$ cat config.mk
export PLATFORM = sky130hd
export DESIGN_NAME = spi_ram_master_flat
export DESIGN_NICKNAME = d
export VERILOG_FILES = /design/src/rtl/spi_ram_master_if.sv /design/src/rtl/spi_ram_master.sv /design/src/flat_wrapper.sv
export SDC_FILE = /design/constraint.sdc
export NUM_CORES = 1
export LEC_CHECK = 0
export ABC_AREA = 1
export BUFFER_PORTS_ARGS = -buffer_cell sky130_fd_sc_hd__buf_2
export CORE_ASPECT_RATIO = 0.75
export CORE_MARGIN = 2
export CORE_UTILIZATION = 55
export CTS_CLUSTER_SIZE = 16
export DETAILED_ROUTE_END_ITERATION = 7
export GPL_TIMING_DRIVEN = 0
export PLACE_DENSITY = 0.81
export SLEW_MARGIN = 20
export SYNTH_ARGS = -nofsm -noshare
export SYNTH_HDL_FRONTEND = slang
export SYNTH_SLANG_ARGS = --single-unit
export TNS_END_PERCENT = 30
$ cat constraint.sdc
create_clock -name clk -period 1.6 [get_ports clk]
set_input_delay 0.24 -clock clk [delete_from_list [all_inputs] [get_ports clk]]
set_output_delay 0.24 -clock clk [all_outputs]
set_load 0.01 [all_outputs]
$ cat src/rtl/spi_ram_master_if.sv
// Host command port and SPI pins of the SPI RAM initiator, bundled as one interface.
// master = initiator side, slave = host/slave side.
interface spi_ram_master_if;
  logic       cmd_valid;
  logic       cmd_ready;
  logic [1:0] cmd_op;
  logic [7:0] cmd_data;
  logic [7:0] rd_data;
  logic       rd_valid;
  logic       busy;
  logic       SS_n;
  logic       SCLK;
  logic       MOSI;
  logic       MISO;

  modport master (
    input  cmd_valid, cmd_op, cmd_data, MISO,
    output cmd_ready, rd_data, rd_valid, busy, SS_n, SCLK, MOSI
  );

  modport slave (
    output cmd_valid, cmd_op, cmd_data, MISO,
    input  cmd_ready, rd_data, rd_valid, busy, SS_n, SCLK, MOSI
  );
endinterface

$ cat src/rtl/spi_ram_master.sv
// Mode-0 SPI initiator: one SS_n-framed transfer per host command, with an 8-bit
// read-back after a dummy turnaround for the read-data opcode.
module spi_ram_master #(
  parameter int CLK_DIV  = 2,
  parameter int TURN_CYC = 1,
  parameter int GAP_CYC  = 4
) (
  input  logic              clk,
  input  logic              rst_n,
  spi_ram_master_if.master  bus
);

  typedef enum logic [2:0] {IDLE, SHIFT, TURN, READ, GAP} state_t;

  localparam logic [15:0] DIV_LAST  = 16'(CLK_DIV - 1);
  localparam logic [15:0] TURN_LAST = 16'(TURN_CYC - 1);
  localparam logic [15:0] GAP_LAST  = 16'(GAP_CYC - 1);

  state_t      state_q, state_d;
  logic [15:0] div_q, div_d;
  logic [15:0] cnt_q, cnt_d;
  logic        sclk_q, sclk_d;
  logic        ss_n_q, ss_n_d;
  logic        mosi_q, mosi_d;
  logic [9:0]  tx_q, tx_d;
  logic [7:0]  rx_q, rx_d;
  logic [7:0]  rd_data_q, rd_data_d;
  logic        rd_valid_q, rd_valid_d;
  logic        is_rd_q, is_rd_d;

  logic tick, sclk_rise, sclk_fall;

  assign tick      = (div_q == DIV_LAST);
  assign sclk_rise = tick && !sclk_q;
  assign sclk_fall = tick && sclk_q;

  always_ff @(posedge clk or negedge rst_n) begin
    if (!rst_n) begin
      state_q    <= IDLE;
      div_q      <= '0;
      cnt_q      <= '0;
      sclk_q     <= 1'b0;
      ss_n_q     <= 1'b1;
      mosi_q     <= 1'b0;
      tx_q       <= '0;
      rx_q       <= '0;
      rd_data_q  <= 8'h00;
      rd_valid_q <= 1'b0;
      is_rd_q    <= 1'b0;
    end else begin
      state_q    <= state_d;
      div_q      <= div_d;
      cnt_q      <= cnt_d;
      sclk_q     <= sclk_d;
      ss_n_q     <= ss_n_d;
      mosi_q     <= mosi_d;
      tx_q       <= tx_d;
      rx_q       <= rx_d;
      rd_data_q  <= rd_data_d;
      rd_valid_q <= rd_valid_d;
      is_rd_q    <= is_rd_d;
    end
  end

  always_comb begin
    state_d    = state_q;
    div_d      = div_q;
    cnt_d      = cnt_q;
    sclk_d     = sclk_q;
    ss_n_d     = ss_n_q;
    mosi_d     = mosi_q;
    tx_d       = tx_q;
    rx_d       = rx_q;
    rd_data_d  = rd_data_q;
    rd_valid_d = 1'b0;
    is_rd_d    = is_rd_q;

    // SCLK divider runs only inside a frame so SCLK cannot move while SS_n is high
    if (state_q == SHIFT || state_q == TURN || state_q == READ) begin
      if (tick) begin
        div_d  = '0;
        sclk_d = !sclk_q;
      end else begin
        div_d = div_q + 16'd1;
      end
    end

    case (state_q)
      IDLE: begin
        sclk_d = 1'b0;
        ss_n_d = 1'b1;
        mosi_d = 1'b0;
        if (bus.cmd_valid) begin
          tx_d    = {bus.cmd_op, bus.cmd_data};
          is_rd_d = (bus.cmd_op == 2'b11);
          mosi_d  = bus.cmd_op[1];
          ss_n_d  = 1'b0;
          div_d   = '0;
          cnt_d   = '0;
          state_d = SHIFT;
        end
      end

      SHIFT: begin
        if (sclk_fall) begin
          if (cnt_q == 16'd9) begin
            cnt_d  = '0;
            mosi_d = 1'b0;
            if (is_rd_q) begin
              state_d = TURN;
            end else begin
              ss_n_d  = 1'b1;
              state_d = GAP;
            end
          end else begin
            cnt_d  = cnt_q + 16'd1;
            mosi_d = tx_q[8];
            tx_d   = {tx_q[8:0], 1'b0};
          end
        end
      end

      TURN: begin
        mosi_d = 1'b0;
        if (sclk_fall) begin
          if (cnt_q == TURN_LAST) begin
            cnt_d   = '0;
            rx_d    = '0;
            state_d = READ;
          end else begin
            cnt_d = cnt_q + 16'd1;
          end
        end
      end

      READ: begin
        mosi_d = 1'b0;
        if (sclk_rise) begin
          rx_d = {rx_q[6:0], bus.MISO};
        end
        // SS_n release and the read-back strobe share the final falling SCLK edge
        if (sclk_fall) begin
          if (cnt_q == 16'd7) begin
            cnt_d      = '0;
            ss_n_d     = 1'b1;
            rd_data_d  = rx_q;
            rd_valid_d = 1'b1;
            state_d    = GAP;
          end else begin
            cnt_d = cnt_q + 16'd1;
          end
        end
      end

      GAP: begin
        sclk_d = 1'b0;
        ss_n_d = 1'b1;
        mosi_d = 1'b0;
        if (cnt_q == GAP_LAST) begin
          cnt_d   = '0;
          state_d = IDLE;
        end else begin
          cnt_d = cnt_q + 16'd1;
        end
      end

      default: begin
        state_d = IDLE;
      end
    endcase
  end

  assign bus.cmd_ready = (state_q == IDLE);
  assign bus.busy      = (state_q != IDLE);
  assign bus.SS_n      = ss_n_q;
  assign bus.SCLK      = sclk_q;
  assign bus.MOSI      = mosi_q;
  assign bus.rd_data   = rd_data_q;
  assign bus.rd_valid  = rd_valid_q;

endmodule

$ cat src/flat_wrapper.sv
// flat-port wrapper written by rule: the top's interface ports become plain ports
module spi_ram_master_flat 
#(
  parameter int CLK_DIV  = 2,
  parameter int TURN_CYC = 1,
  parameter int GAP_CYC  = 4
)
  (clk, rst_n, bus_cmd_valid, bus_cmd_op, bus_cmd_data, bus_MISO, bus_cmd_ready, bus_rd_data, bus_rd_valid, bus_busy, bus_SS_n, bus_SCLK, bus_MOSI);
  spi_ram_master_if bus_i ();
  input  logic clk;
  input  logic rst_n;
  input wire logic [$bits(bus_i.cmd_valid)-1:0] bus_cmd_valid;
  input wire logic [$bits(bus_i.cmd_op)-1:0] bus_cmd_op;
  input wire logic [$bits(bus_i.cmd_data)-1:0] bus_cmd_data;
  input wire logic [$bits(bus_i.MISO)-1:0] bus_MISO;
  output wire logic [$bits(bus_i.cmd_ready)-1:0] bus_cmd_ready;
  output wire logic [$bits(bus_i.rd_data)-1:0] bus_rd_data;
  output wire logic [$bits(bus_i.rd_valid)-1:0] bus_rd_valid;
  output wire logic [$bits(bus_i.busy)-1:0] bus_busy;
  output wire logic [$bits(bus_i.SS_n)-1:0] bus_SS_n;
  output wire logic [$bits(bus_i.SCLK)-1:0] bus_SCLK;
  output wire logic [$bits(bus_i.MOSI)-1:0] bus_MOSI;
  assign bus_i.cmd_valid = bus_cmd_valid;
  assign bus_i.cmd_op = bus_cmd_op;
  assign bus_i.cmd_data = bus_cmd_data;
  assign bus_i.MISO = bus_MISO;
  assign bus_cmd_ready = bus_i.cmd_ready;
  assign bus_rd_data = bus_i.rd_data;
  assign bus_rd_valid = bus_i.rd_valid;
  assign bus_busy = bus_i.busy;
  assign bus_SS_n = bus_i.SS_n;
  assign bus_SCLK = bus_i.SCLK;
  assign bus_MOSI = bus_i.MOSI;
  spi_ram_master #(.CLK_DIV(CLK_DIV), .TURN_CYC(TURN_CYC), .GAP_CYC(GAP_CYC)) u_core (.clk(clk), .rst_n(rst_n), .bus(bus_i));
endmodule
==> results.txt <==
Sequential-to-total area share from yosys stat: 40.7%
Hold Path Sink: u_core.tx_q[0]
Hold WC Path Type: input pin to flip-flop
Netlist cell types: 39
Clock power share: 44.3%
Syn_nets: 570
Post-synth top flop: dfrtp_1
Cell taking the most area after synthesis: dfrtp_1
Fillers: 482
WL met1: 4790 um
Switch share: 25.4%
Post-Synth XOR/XNOR Area: 1.09%
Worst hold margin: 127 ps
Worst R2R Path Depth: 12
Maximum vdd drop: 0.463 mV
GR Util All Layers: 29.2%
Reg2reg setup slack: -260 ps
Post-synth top cells: nand2_1 (183), dfrtp_1 (64), nor2_1 (58)
Dpl cells: 677
Flop pwr share: 53.5%
EDFF count, synth: 0
# IOs: 28
Post-synthesis mux area share: 2.00%
Area of the multi-input gates: 0.00238 mm2
Area delta synth->final: 28.3%
Register Area: 0.00163 mm2
Drt first pass iters: 5
Initial core utilization: 57.8%
# rows: 26
Final worst setup slack: -256 ps
DRT iter0 DRCs: 360
Die X: 103 um
Worst R2R End: u_core.rx_q[6]
Post-route DRC: 0
Core Box Area: 0.00693 mm2
Sw power: 780 uW
DIE AREA: 0.00799 mm2
Die height: 77.9 um
Crit path max fanout: 8
Max-slew headroom: 71.4%
Ys async rst share: 100%
Port Buffer Count: 27
Maximum clock path buffer count: 2
Setup Crit Path Kind: flip-flop to flip-flop
H-tree levels: 3
Total power: 3.07 mW
Ranking of synthesized cells by area: dfrtp_1 (40%), nand2_1 (17%), nor2_1 (5.4%), nand3_1 (4.8%), inv_1 (3.9%)
Complex-gate fraction of the synthesized area: 13.0%
Vias in the first global route: 3772
Failing checks: setup timing
Most common cell in the synthesized netlist: nand2_1
Cells after Synth: 551
Pwr dens: 598 mW/mm2
Largest family of logic cells by synthesized area: simple AND/OR/NAND/NOR gates
Final setup vio count: 62
Wire per inst: 16.0 um
Drt via density: 5.68
Adder-cell share of the synthesized area: 1.56%
Synth Area in Simple Gates: 34.8%
Fmax: 539 MHz
Top Layer Used: met4
Clock slew at reported path FFs: 80 ps
Slew @ Worst Pin: 429 ps
CTS tree: yes
Max Cap Violations: 0
First-pass GRT wire length: 18200 um
Met2 wire len: 5520 um
Synth top area share: 40.0%
Ant diodes: 0
Min-delay src: bus_cmd_data[0]
Clock root buffer: clkbuf_8
Mapped Area: 0.00400 mm2
WL met3: 956 um
Hold path depth: 3
Worst EP arrival: 2110 ps
Hold Vio Cnt, Final: 0
Nets@finish: 643
DP Wirelength: 6950 um
Fin crit share: 116%
Final Critical Period: 1860 ps
Max-slew violations: 0
Unrepaired setup endpoints after global routing: yes
Skew final: 9.63 ps
Synth warn: 0
Mean Syn Cell Area: 7.27 um2
Remaining antenna violation count after routing: 0
Clock sink count: 65
TritonCTS Buffers: 9
Crit start category: flip-flop
Internal power: 2.29 mW
Pin count of the biggest net entering global routing: 36
Total number of vias: 4132
Fraction of layout cells with a size suffix above 1: 30.8%
Crit end category: flip-flop
Gr ovfl total: 0
Insertion delay to the later sink of the worst-skew pair: 360 ps
Leak Pwr: 2.49 nW
Routed WL: 11600 um
WP data required: 1860 ps
Worst reg2reg path startpoint: u_core.div_q[1]
Routability Congestion: 0.909
Flops & latches, synth: 65
Final cell count without fillers: 727
Initial antenna violation count: 0
Comb pwr share: 2.3%
Status: finished with violations
## registers in the layout, indices dropped and copies added (netlist names)
register	cells
u_core.bus.SCLK	1
u_core.rx_q	8
u_core.bus.MOSI	1
u_core.tx_q	9
u_core.state_q	3
u_core.bus.rd_data	8
u_core.bus.SS_n	1
u_core.div_q	16
u_core.is_rd_q	1
u_core.cnt_q	16
u_core.bus.rd_valid	1
## critical path: stages, from the launching register on
cell and delay (ps):
dfrtp_1 400, inv_1 60, ha_2 180, inv_2 40, nor2_1 80, nand2_1 90
nor2_4 180, nand4_1 170, nand2_2 130, nand3_4 140, buf_6 180, nand2_2 50
o21ai_1 50
## cell type report
| cell class | count | area share, % |
|---|---|---|
| multi-input combinational | 421 | 46.4 |
| inverter | 53 | 4.12 |
| buffer | 12 | 2.22 |
| tap | 98 | 2.39 |
| sequential | 65 | 31.8 |
| timing repair buffer | 62 | 9.45 |
| clock inverter | 6 | 0.974 |
| clock buffer | 10 | 2.68 |
## routing by layer
metal / GRT usage [%] / vias to the layer above
li1: - / 1946
met5: 0 / -
met3: 7.12 / 38
met2: 45.4 / 191
met1: 40.4 / 1957
met4: 8.93 / 0
## worst max path at each step
| stage | start | end | slack, ps | cells past startpoint |
|---|---|---|---|---|
| global route | u_core.div_q[1] | u_core.rx_q[6] | -330 | 12 |
| floorplan | u_core.cnt_q[0] | u_core.state_q[1] | 0.4 | 12 |
| global placement | u_core.cnt_q[0] | u_core.bus.rd_data[5] | -230 | 9 |
| CTS | u_core.cnt_q[1] | u_core.cnt_q[14] | -120 | 8 |
| detailed placement | u_core.cnt_q[0] | u_core.bus.rd_data[5] | -290 | 9 |
| finish | u_core.div_q[1] | u_core.rx_q[6] | -260 | 12 |
## power groups by stage
| stage | registers [mW] | clock network [mW] | logic, mW |
|---|---|---|---|
| 2_1_floorplan | 1.67 | 0 | 0.00933 |
| 3_3_place_gp | 1.67 | 0 | 0.0596 |
| 3_5_place_dp | 1.67 | 0 | 0.0677 |
| 4_1_cts | 1.64 | 1.39 | 0.0709 |
| 5_1_grt | 1.64 | 1.45 | 0.0789 |
| 6_report | 1.64 | 1.36 | 0.0691 |
## cells by family (layout without fill, tap and decap cells)
kind of cell | after synthesis | count (layout)
DFF | 65 | 65
AOI/OAI and AO/OA | 84 | 84
xor gates and xnor gates | 5 | 5
adders and majority gates | 5 | 5
muxes | 8 | 8
buffers and inverters | 65 | 143
and+or+nand+nor | 319 | 319
## placed cells by master, fill, tap and decap left out, types with 9 or more instances in the layout
master	instances
dfrtp_1	59
nand2_1	161
nand2_2	17
nor2_4	10
nor2_2	9
a21oi_1	16
inv_2	13
inv_1	37
o21ai_1	9
o211ai_1	10
nand2_4	14
nor2_1	46
buf_6	11
buf_2	30
o21ai_0	19
o21ai_2	19
buf_4	24
clkbuf_8	12
nand3_1	34
## repair_timing
item                                   CTS  global route
endpoints found under the hold margin   29             0
gates resized for setup                 59            56
setup endpoints to repair               55            58
hold buffers                             1             0
pin swaps                                8            17
cloned                                   3             1
buffers inserted                        16            13
## metrics by stage
stage / util [%] / TNS (ps) / instance area (um2) / worst slack [ps]
6_report: 74.1 / -8900 / 5140 / -256
5_1_grt: 74.1 / -14500 / 5140 / -332
4_1_cts: 70.0 / -3670 / 4850 / -124
3_5_place_dp: 61.9 / -10090 / 4290 / -286
3_3_place_gp: 61.6 / -7370 / 4270 / -234
2_1_floorplan: - / 0 / 4010 / 0.428
No activity file was read; power rests on OpenSTA's default activity.
